File: config.mk
export PLATFORM = sky130hd
export DESIGN_NAME = huff_freq_counter_flat
export DESIGN_NICKNAME = d
export VERILOG_FILES = /design/src/rtl/huff_pkg.sv /design/src/rtl/huff_freq_counter_if.sv /design/src/rtl/huff_sym_table.sv /design/src/rtl/huff_freq_counter.sv /design/src/flat_wrapper.sv
export SDC_FILE = /design/constraint.sdc
export NUM_CORES = 1
export LEC_CHECK = 0
export CORE_MARGIN = 5
export CORE_UTILIZATION = 40
export DETAILED_ROUTE_END_ITERATION = 12
export GPL_ROUTABILITY_DRIVEN = 0
export SLEW_MARGIN = 20
export SYNTH_ARGS = -nofsm -noshare
export SYNTH_HDL_FRONTEND = slang
export SYNTH_SLANG_ARGS = --single-unit
export TNS_END_PERCENT = 30
File: constraint.sdc
create_clock -name clk -period 4.5 [get_ports clk]
set_input_delay 0.9 -clock clk [delete_from_list [all_inputs] [get_ports clk]]
set_output_delay 0.9 -clock clk [all_outputs]
set_load 0.005 [all_outputs]
File: src/rtl/huff_pkg.sv
// Shared types and sizing for the Huffman front end: symbol-word layout and
// frequency-counter FSM states.
package huff_pkg;

  localparam int unsigned MAX_CHAR_COUNT = 3;
  localparam int unsigned FREQ_W         = 3;
  localparam int unsigned CHAR_W         = 8;
  localparam int unsigned SYM_W          = 1 + FREQ_W + CHAR_W;
  localparam int unsigned IDX_W          = (MAX_CHAR_COUNT > 1) ? $clog2(MAX_CHAR_COUNT) : 1;

  localparam logic [FREQ_W-1:0] FREQ_MAX = '1;

  // Matches the encoder io_in layout {valid, freq, char}
  typedef struct packed {
    logic              valid;
    logic [FREQ_W-1:0] freq;
    logic [CHAR_W-1:0] sym_char;
  } huff_sym_t;

  typedef enum logic [1:0] {
    ST_COLLECT = 2'd0,
    ST_EMIT    = 2'd1,
    ST_WAIT    = 2'd2
  } huff_state_e;

endpackage

File: src/rtl/huff_freq_counter_if.sv
// Character-stream input, encoder word output and status flags of the
// frequency counter; slave is the counter side.
interface huff_freq_counter_if;
  import huff_pkg::*;

  logic              char_valid;
  logic [CHAR_W-1:0] char_in;
  logic              char_last;
  logic              char_ready;
  logic              enc_done;
  logic [SYM_W-1:0]  out_word;
  logic              busy;
  logic              err_sat;
  logic              err_alphabet;

  modport master (
    output char_valid, char_in, char_last, enc_done,
    input  char_ready, out_word, busy, err_sat, err_alphabet
  );

  modport slave (
    input  char_valid, char_in, char_last, enc_done,
    output char_ready, out_word, busy, err_sat, err_alphabet
  );

endinterface

File: src/rtl/huff_sym_table.sv
// Symbol slot table: parallel match, lowest-free-slot allocation and
// saturating counts. The read port sees the table as it will be after this cycle.
module huff_sym_table
  import huff_pkg::*;
(
  input  logic              clk,
  input  logic              reset,
  input  logic              clr_i,
  input  logic              inc_en_i,
  input  logic [CHAR_W-1:0] char_i,
  input  logic [IDX_W-1:0]  rd_idx_i,
  output logic              hit_c_o,
  output logic              full_c_o,
  output logic              sat_c_o,
  output huff_sym_t         rd_sym_c_o
);

  huff_sym_t slot_q [MAX_CHAR_COUNT];
  huff_sym_t slot_d [MAX_CHAR_COUNT];

  logic [MAX_CHAR_COUNT-1:0] match_vec;
  logic [MAX_CHAR_COUNT-1:0] used_vec;
  logic [IDX_W-1:0]          free_idx;
  logic [IDX_W-1:0]          hit_idx;
  logic [FREQ_W-1:0]         hit_freq;

  // Descending scan so the lowest free index wins
  always_comb begin
    match_vec = '0;
    used_vec  = '0;
    free_idx  = '0;
    hit_idx   = '0;
    hit_freq  = '0;
    for (int k = MAX_CHAR_COUNT - 1; k >= 0; k--) begin
      used_vec[k]  = slot_q[k].valid;
      match_vec[k] = slot_q[k].valid && (slot_q[k].sym_char == char_i);
      if (!slot_q[k].valid) free_idx = IDX_W'(k);
      if (match_vec[k]) begin
        hit_idx  = IDX_W'(k);
        hit_freq = slot_q[k].freq;
      end
    end
  end

  assign hit_c_o  = |match_vec;
  assign full_c_o = &used_vec;
  assign sat_c_o  = hit_c_o && (hit_freq == FREQ_MAX);

  always_comb begin
    slot_d = slot_q;
    if (clr_i) begin
      for (int k = 0; k < MAX_CHAR_COUNT; k++) slot_d[k] = '0;
    end else if (inc_en_i) begin
      if (hit_c_o) begin
        if (!sat_c_o) slot_d[hit_idx].freq = hit_freq + FREQ_W'(1);
      end else if (!full_c_o) begin
        slot_d[free_idx] = '{valid: 1'b1, freq: FREQ_W'(1), sym_char: char_i};
      end
    end
  end

  always_ff @(posedge clk) begin
    if (reset) begin
      for (int k = 0; k < MAX_CHAR_COUNT; k++) slot_q[k] <= '0;
    end else begin
      slot_q <= slot_d;
    end
  end

  always_comb begin
    rd_sym_c_o = '0;
    if (32'(rd_idx_i) < MAX_CHAR_COUNT) rd_sym_c_o = slot_d[rd_idx_i];
  end

endmodule

File: src/rtl/huff_freq_counter.sv
// Frequency counter ahead of the Huffman encoder: counts a message, emits one
// word per table slot, then waits for the encoder before taking the next message.
module huff_freq_counter
  import huff_pkg::*;
(
  input  logic                 clk,
  input  logic                 reset,
  huff_freq_counter_if.slave   bus
);

  huff_state_e      state_q;
  logic [IDX_W-1:0] idx_q;
  logic [SYM_W-1:0] out_q;
  logic             ready_q;
  logic             busy_q;
  logic             err_sat_q;
  logic             err_alpha_q;

  logic             accept_c;
  logic             clr_c;
  logic             hit_c;
  logic             full_c;
  logic             sat_c;
  logic [IDX_W-1:0] rd_idx_c;
  huff_sym_t        rd_sym_c;
  logic [SYM_W-1:0] emit_word_c;

  assign accept_c    = bus.char_valid && ready_q;
  assign clr_c       = (state_q == ST_WAIT) && bus.enc_done;
  // idx_q names the word currently on out_word, so prefetch the next slot
  assign rd_idx_c    = (state_q == ST_EMIT) ? (idx_q + IDX_W'(1)) : '0;
  assign emit_word_c = {1'b1, rd_sym_c.freq, rd_sym_c.sym_char};

  huff_sym_table u_table (
    .clk        (clk),
    .reset      (reset),
    .clr_i      (clr_c),
    .inc_en_i   (accept_c),
    .char_i     (bus.char_in),
    .rd_idx_i   (rd_idx_c),
    .hit_c_o    (hit_c),
    .full_c_o   (full_c),
    .sat_c_o    (sat_c),
    .rd_sym_c_o (rd_sym_c)
  );

  always_ff @(posedge clk) begin
    if (reset) begin
      state_q     <= ST_COLLECT;
      idx_q       <= '0;
      out_q       <= '0;
      ready_q     <= 1'b1;
      busy_q      <= 1'b0;
      err_sat_q   <= 1'b0;
      err_alpha_q <= 1'b0;
    end else begin
      case (state_q)
        ST_COLLECT: begin
          if (accept_c) begin
            if (sat_c) err_sat_q <= 1'b1;
            if (!hit_c && full_c) err_alpha_q <= 1'b1;
            if (bus.char_last) begin
              state_q <= ST_EMIT;
              idx_q   <= '0;
              out_q   <= emit_word_c;
              ready_q <= 1'b0;
              busy_q  <= 1'b1;
            end
          end
        end
        ST_EMIT: begin
          if (idx_q == IDX_W'(MAX_CHAR_COUNT - 1)) begin
            state_q <= ST_WAIT;
            out_q   <= '0;
          end else begin
            idx_q <= idx_q + IDX_W'(1);
            out_q <= emit_word_c;
          end
        end
        ST_WAIT: begin
          if (bus.enc_done) begin
            state_q     <= ST_COLLECT;
            ready_q     <= 1'b1;
            busy_q      <= 1'b0;
            err_sat_q   <= 1'b0;
            err_alpha_q <= 1'b0;
          end
        end
        default: begin
          state_q <= ST_COLLECT;
          out_q   <= '0;
          ready_q <= 1'b1;
          busy_q  <= 1'b0;
        end
      endcase
    end
  end

  assign bus.char_ready   = ready_q;
  assign bus.out_word     = out_q;
  assign bus.busy         = busy_q;
  assign bus.err_sat      = err_sat_q;
  assign bus.err_alphabet = err_alpha_q;

endmodule

File: src/flat_wrapper.sv
// flat-port wrapper written by rule: the top's interface ports become plain ports
module huff_freq_counter_flat import huff_pkg::*;
  (clk, reset, bus_char_valid, bus_char_in, bus_char_last, bus_enc_done, bus_char_ready, bus_out_word, bus_busy, bus_err_sat, bus_err_alphabet);
  huff_freq_counter_if bus_i ();
  input  logic clk;
  input  logic reset;
  input wire logic [$bits(bus_i.char_valid)-1:0] bus_char_valid;
  input wire logic [$bits(bus_i.char_in)-1:0] bus_char_in;
  input wire logic [$bits(bus_i.char_last)-1:0] bus_char_last;
  input wire logic [$bits(bus_i.enc_done)-1:0] bus_enc_done;
  output wire logic [$bits(bus_i.char_ready)-1:0] bus_char_ready;
  output wire logic [$bits(bus_i.out_word)-1:0] bus_out_word;
  output wire logic [$bits(bus_i.busy)-1:0] bus_busy;
  output wire logic [$bits(bus_i.err_sat)-1:0] bus_err_sat;
  output wire logic [$bits(bus_i.err_alphabet)-1:0] bus_err_alphabet;
  assign bus_i.char_valid = bus_char_valid;
  assign bus_i.char_in = bus_char_in;
  assign bus_i.char_last = bus_char_last;
  assign bus_i.enc_done = bus_enc_done;
  assign bus_char_ready = bus_i.char_ready;
  assign bus_out_word = bus_i.out_word;
  assign bus_busy = bus_i.busy;
  assign bus_err_sat = bus_i.err_sat;
  assign bus_err_alphabet = bus_i.err_alphabet;
  huff_freq_counter u_core (.clk(clk), .reset(reset), .bus(bus_i));
endmodule
Word-level counts from Yosys, hierarchy flattened
Cells that the tools add are included.
- register bits: 56
- latch bits: 0
- memory bits (writable): 0
- memory bits (read-only): 0
- bits of input ports: 13
- output and inout bits: 16
- word-level logic and storage cells: 116
- memories kept: 0
- $add $sub $neg: 2
- $mul: 0
- div/mod/pow operators: 0
- magnitude comparators: 6
- eq/ne operators: 14
- shift-type cells: 0
- multiplexer cells: 52
- bitwise logic cells: 5
- reduce and logical (&&, ||, !) cells: 21
- operators by type and width (cell ; count):
    36-bit 2-to-1 mux ; 5
    36-bit bitwise mux ; 2
    12-bit demux with 2-bit select ; 2
    12-bit 2-to-1 mux ; 4
    11-bit 2-to-1 mux ; 4
    12-bit case mux with 3 select lines ; 1
    2-bit 2-to-1 mux ; 14
    12-bit binary-select mux with 2-bit select ; 1
    8-bit equality test ; 3
    4-bit AND reduction ; 5
    1-bit 2-to-1 mux ; 10
    3-bit >= comparator (second input constant) ; 3
    1-bit logical AND ; 9
    3-bit 2-to-1 mux ; 3
    2-bit NOT with 3-bit output ; 3
    2-bit != test (second input constant) ; 4
    3-bit by 1-bit less-than comparator with 1-bit output (second input constant) ; 2
    2-bit by 1-bit != test with 1-bit output (second input constant) ; 3
    1-bit case mux with 3 select lines ; 2
    2-bit case mux with 3 select lines ; 1
    3-bit AND reduction ; 2
    2-bit equality test (second input constant) ; 2
    1-bit case mux with 2 select lines ; 2
    2-bit case mux with 2 select lines ; 1
    10 further kinds ; 12

Longest topological paths before layout
Gate-level depths: netlist (run 1).
- depth after elaboration: 22
- depth in mapped cells: 16
- depth with buffers taken out: 14

Cells and area by module
From an unflattened synthesis (run 1), not the netlist that was laid out.
- cell total of the unflattened synthesis: 332
- area, all modules: 3065.4 sq um
- by module, submodules not included (module ; instances ; cells each ; area an instance (sq um) ; sequential area each (sq um)):
    huff_sym_table ; 1 ; 254 ; 2220.9 ; 720.7
    huff_freq_counter ; 1 ; 78 ; 844.6 ; 400.4

Worst setup path after synthesis (run 1)
No wires, ideal clock.
- kind: in2reg
- start point: input bus_char_in[3]
- end point: register u_core.out_q[10], in the netlist u_core.bus.out_word[10]
- library setup time: 0.117 ns
- arrival time: 3.600 ns
- required time: 4.383 ns
- setup slack: 0.783 ns
- cell stages on the path: 15
- path buffers: 1
- cell sequence: buf_4 xnor2_1 nand3_1 or3_1 and3_1 a21oi_1 o21ai_0 ha_1 ha_1 inv_1 nand4_1 a211oi_1 a2bb2oi_1 o21ai_0 a32o_1
- word-level cells in the longest chain between the ends: 22
- elaborated cells between the ends (all ways): 35
- those cells by class: add/sub (1); order compare (2); eq/ne (4); mux (21); bitwise (1); reduce/logical (6)
- RTL lines (element ; RTL line ; text):
    from (decl) ; flat_wrapper.sv:8 ; input wire logic [$bits(bus_i.char_in)-1:0] bus_char_in;
    8-bit equality test ; huff_sym_table.sv:36 ; match_vec[k] = slot_q[k].valid && (slot_q[k].sym_char == char_i);
    1-bit logical AND ; huff_sym_table.sv:36 ;
    2-bit 2-to-1 mux (3 in a row) ; huff_sym_table.sv:38 ; if (match_vec[k]) begin
    2-bit NOT with 3-bit output (not written as such) ; huff_sym_table.sv:55 ; if (!sat_c_o) slot_d[hit_idx].freq = hit_freq + FREQ_W'(1);
    3-bit >= comparator (not written as such) / 3-bit by 1-bit less-than comparator with 1-bit output (equally long branches) ; huff_sym_table.sv:55 ;
    1-bit logical AND (not written as such) ; huff_sym_table.sv:55 ;
    11-bit 2-to-1 mux (not written as such) ; huff_sym_table.sv:55 ;
    12-bit demux with 2-bit select ; huff_sym_table.sv:55 ;
    [... 3 more ...] ; n/a ;
    36-bit 2-to-1 mux (*) ; huff_sym_table.sv:53 ; end else if (inc_en_i) begin
    36-bit 2-to-1 mux (*) ; huff_sym_table.sv:51 ; if (clr_i) begin
    12-bit binary-select mux with 2-bit select (*) ; huff_sym_table.sv:72 ; if (32'(rd_idx_i) < MAX_CHAR_COUNT) rd_sym_c_o = slot_d[rd_idx_i];
    11-bit 2-to-1 mux (not written as such) (*) (2 in a row) ; huff_sym_table.sv:72 ;
    11-bit 2-to-1 mux (*) ; huff_sym_table.sv:72 ;
    12-bit 2-to-1 mux ; huff_freq_counter.sv:62 ; if (bus.char_last) begin
    12-bit 2-to-1 mux ; huff_freq_counter.sv:59 ; if (accept_c) begin
    12-bit case mux with 3 select lines (*) ; huff_freq_counter.sv:57 ; case (state_q)
    to (signal assigned) ; huff_freq_counter.sv:65 ; out_q <= emit_word_c;
    to (signal assigned) ; huff_freq_counter.sv:77 ; out_q <= emit_word_c;
    to (decl) ; huff_freq_counter.sv:13 ; logic [SYM_W-1:0] out_q;
Mark *: on every way between the ends. The rest lies on a longest branch, timed or not. The select of a mux whose other input is x is not followed.
A chain may end at the register's enable or synchronous reset.

Final worst setup path (run 1)
Ends and elaborated chain as after synthesis.

==> results of run 1 <==
==> logic make-up after synthesis <==
group	Yosys count	synth area share
AO/OA/AOI/OAI	61	0.1382
adder cells (fa/ha/maj)	3	0.01268
AND/OR/NAND/NOR	129	0.2418
buffers and inverters	32	0.06424
XOR/XNOR	24	0.07101
multiplexers	25	0.09341
flip-flops	56	0.3787
==> cells in the mapped netlist, types with 4 or more instances <==
| master | number |
|---|---|
| o21ai_1 | 7 |
| nand2_1 | 21 |
| o21ai_0 | 9 |
| mux2_2 | 13 |
| inv_1 | 8 |
| mux2i_1 | 10 |
| buf_6 | 8 |
| nand4_1 | 4 |
| nand2b_1 | 7 |
| nor2_1 | 37 |
| nand3_1 | 8 |
| nor3_1 | 7 |
| a21oi_1 | 14 |
| a222oi_1 | 7 |
| clkbuf_1 | 11 |
| nor2b_1 | 17 |
| dfxtp_1 | 56 |
| xor2_1 | 8 |
| nor4_2 | 4 |
| xnor2_1 | 16 |
| and3_1 | 5 |
==> state kept, by name (all words and copies together) (netlist names) <==
name and count:
u_core.bus.char_ready 1, u_core.idx_q 2, u_core.state_q 2, u_core.bus.busy 1
u_core.bus.err_sat 1, u_core.bus.err_alphabet 1, u_core.bus.out_word 12, u_core.u_table.slot_q 36
==> stage by stage <==
stage          instance area (um^2)    util  total power, W  hold WS (ps)
6_report                       3391  0.4700        0.001005         479.0
5_1_grt                        3391  0.4700        0.001049         503.6
4_1_cts                        3391  0.4700        0.001014         481.1
3_5_place_dp                   3294  0.4566       0.0007170         463.7
3_3_place_gp                   3294  0.4566       0.0007163         456.1
2_1_floorplan                  2960       -       0.0006623         459.0
==> layout make-up <==
| type | count | area (um^2) |
|---|---|---|
| inverters | 8 | 30.03 |
| clock buffers | 6 | 82.58 |
| repair buffers | 40 | 370.4 |
| multi-input cells | 242 | 1649 |
| fillers | 729 | 3824 |
| flip-flops and latches | 56 | 1121 |
| clock inverters | 2 | 13.76 |
| well taps | 99 | 123.9 |
==> power by group through the flow <==
stage / Clock (W) / Sequential [W] / Combinational [W]
after detailed placement: 0 / 0.000548 / 0.000169
after global placement: 0 / 0.000548 / 0.000169
after global routing: 0.000323 / 0.000540 / 0.000186
after floorplan: 0 / 0.000542 / 0.000120
final: 0.000300 / 0.000537 / 0.000169
after CTS: 0.000307 / 0.000537 / 0.000170
==> worst paths after layout <==
path,slack (ps),from,to,depth (start not counted)
setup / recovery,320,bus_char_in[3],u_core.bus.out_word[10],15
hold / removal,480,u_core.bus.out_word[11],u_core.bus.out_word[11],2
setup reg to reg,1110,u_core.u_table.slot_q[17],u_core.bus.out_word[10],14
hold reg to reg,480,u_core.bus.out_word[11],u_core.bus.out_word[11],2
==> critical path, delay by kind of cell <==
| kind | cells | cell delay (ps) |
|---|---|---|
| AO/OA/AOI/OAI | 6 | 1320 |
| XOR/XNOR | 1 | 150 |
| adder cells (fa/ha/maj) | 2 | 480 |
| buffers and inverters | 2 | 700 |
| AND/OR/NAND/NOR | 4 | 840 |
==> metal layers <==
metal	up-vias	wire length [um]
li1	1205	-
met1	1133	3414
met2	76	3186
met3	24	361
met4	0	238
met5	-	0
==> flow_summary.json, run 1 <==
{
  "outcome": "finished clean",
  "combinationalPowerShare": 0.168,
  "hpwlAfterDp_um": 5159,
  "post_cts_buffers": 0,
  "grt_util_met3": 0.03206,
  "vias": 2438,
  "grt_most_used_layer": "met2",
  "worst-slew-pin-transition_ps": 1016,
  "rsz0062_at_grt": "no",
  "fp.dieArea_mm2": 0.009222,
  "finalCritPeriodShare": 0.9279,
  "grt_usage": 0.1660,
  "grt_start_max_net_pins": 39,
  "grt_first_pass_wirelength_um": 11780,
  "finalWirelength_um": 7201,
  "cts_hold_buf": 0,
  "p_sw_w": 0.0002778,
  "slew_headroom": 0.3189,
  "p_clk_frac": 0.298,
  "placed_cells": 445,
  "start_kind": "input pin",
  "layout_setup_ws_ps": 324.5,
  "hold_violations": 0,
  "cts-resized-gates": 0,
  "cp_cell_sequence": "clkdlybuf4s50_1, xnor2_1, nand3_1, or3_1, and3_1, a21oi_1, o21ai_0, ha_1, ha_1, inv_1, nand4_1, a211oi_1, a2bb2oi_1, o21ai_0, a32o_1",
  "slowest_delay_ps": 600,
  "grt_use_met2": 0.2565,
  "io_pins": 29,
  "crit_required_ps": 4720,
  "ys_top_cells_by_area": "dfxtp_1 (38%), mux2_2 (4.9%), xnor2_1 (4.7%)",
  "final-setup-viol-count": 0,
  "synth_nets": 346,
  "drt_iter0_drc": 145,
  "antenna_found_initial": 0,
  "power.density_mw_per_mm2": 296.5,
  "rows": 31,
  "cp_max_fo": 6,
  "via_per_inst": 5.382,
  "endpoint_kind": "flop",
  "fp.dieW_um": 96.03,
  "wl_per_cell_um": 15.90,
  "fin_skew_ps": 12.64,
  "htree_levels": 2,
  "critPathArrivalTime_ps": 4400,
  "p_leak_nw": 1.280,
  "die_h_um": 96.03,
  "synth_area_mm2": 0.002960,
  "p_int_w": 0.0007274,
  "grtUsageMet1": 0.2247,
  "post-place-ws_ps": 44.76,
  "syn_area_per_cell_um2": 8.971,
  "peakVddDrop_mv": 0.1297,
  "min_period_ps": 4175,
  "grt_pass1_vias": 2388,
  "final_cells": 453,
  "clockBufferDepth": 2,
  "layout_common_cells": "dfxtp_1 (56), nor2_1 (37), clkdlybuf4s50_1 (28), nand2_1 (21), nor2b_1 (17)",
  "core_area_mm2": 0.007214,
  "synthArstFlopShare": 0,
  "netlist_instances": 330,
  "hold_path.class": "reg2reg",
  "seq_power_share": 0.534,
  "area_growth_pct": 14.54,
  "detail-route-antenna-nets": 0,
  "seq_area_frac_synth": 0.3787,
  "synth_warnings": 0,
  "timing.fmax_mhz": 239.5,
  "gr-total-overflow": 0,
  "path_clk_slew_ps": 110,
  "first_pass_iters": 6,
  "slew_violations": 0,
  "ys_seq_elements": 56,
  "maxCapViolations": 0,
  "cts_inserted_buffers": 5,
  "netSwitchingFraction": 0.2763,
  "drc": 0,
  "clock-root-buffer": "clkbuf_8",
  "synth_enable_flop_cells": 0,
  "clock_sinks": 56,
  "io_buffers": 28,
  "final_nets": 369,
  "cts_tree": "built",
  "antenna_cells": 0,
  "tns_ps": 0,
  "drive_gt1_frac": 0.1215,
  "synth_top_area_frac": 0.3787,
  "crit_path_top_delay_cell": "clkdlybuf4s50_1",
  "clk_latency_ps": 320,
  "ys.flop_type": "dfxtp_1",
  "synth.largest_area_cell": "dfxtp_1",
  "ys_types": 53,
  "final_common_cell": "dfxtp_1",
  "crit_type": "in2reg",
  "initial_core_util": 0.4103
}
Power figures use the tool's default switching activity.
==> inputs of run 2 (changes only) <==
--- a/config.mk
+++ b/config.mk
@@ -7,6 +7,7 @@
 export LEC_CHECK = 0
 export CORE_MARGIN = 5
 export CORE_UTILIZATION = 40
+export CTS_CLUSTER_DIAMETER = 50
 export DETAILED_ROUTE_END_ITERATION = 12
 export GPL_ROUTABILITY_DRIVEN = 0
 export SLEW_MARGIN = 20
==> results of run 2 <==
Final layout, timing and power as in run 1 (identical DEF).
==> inputs of run 3 (changes only) <==
--- a/config.mk
+++ b/config.mk
@@ -8,8 +8,10 @@
 export CORE_MARGIN = 5
 export CORE_UTILIZATION = 40
 export CTS_CLUSTER_DIAMETER = 50
+export CTS_CLUSTER_SIZE = 25
 export DETAILED_ROUTE_END_ITERATION = 12
 export GPL_ROUTABILITY_DRIVEN = 0
+export SKIP_LAST_GASP = 1
 export SLEW_MARGIN = 20
 export SYNTH_ARGS = -nofsm -noshare
 export SYNTH_HDL_FRONTEND = slang
==> results of run 3 <==
Final layout, timing and power as in run 1 (identical DEF).
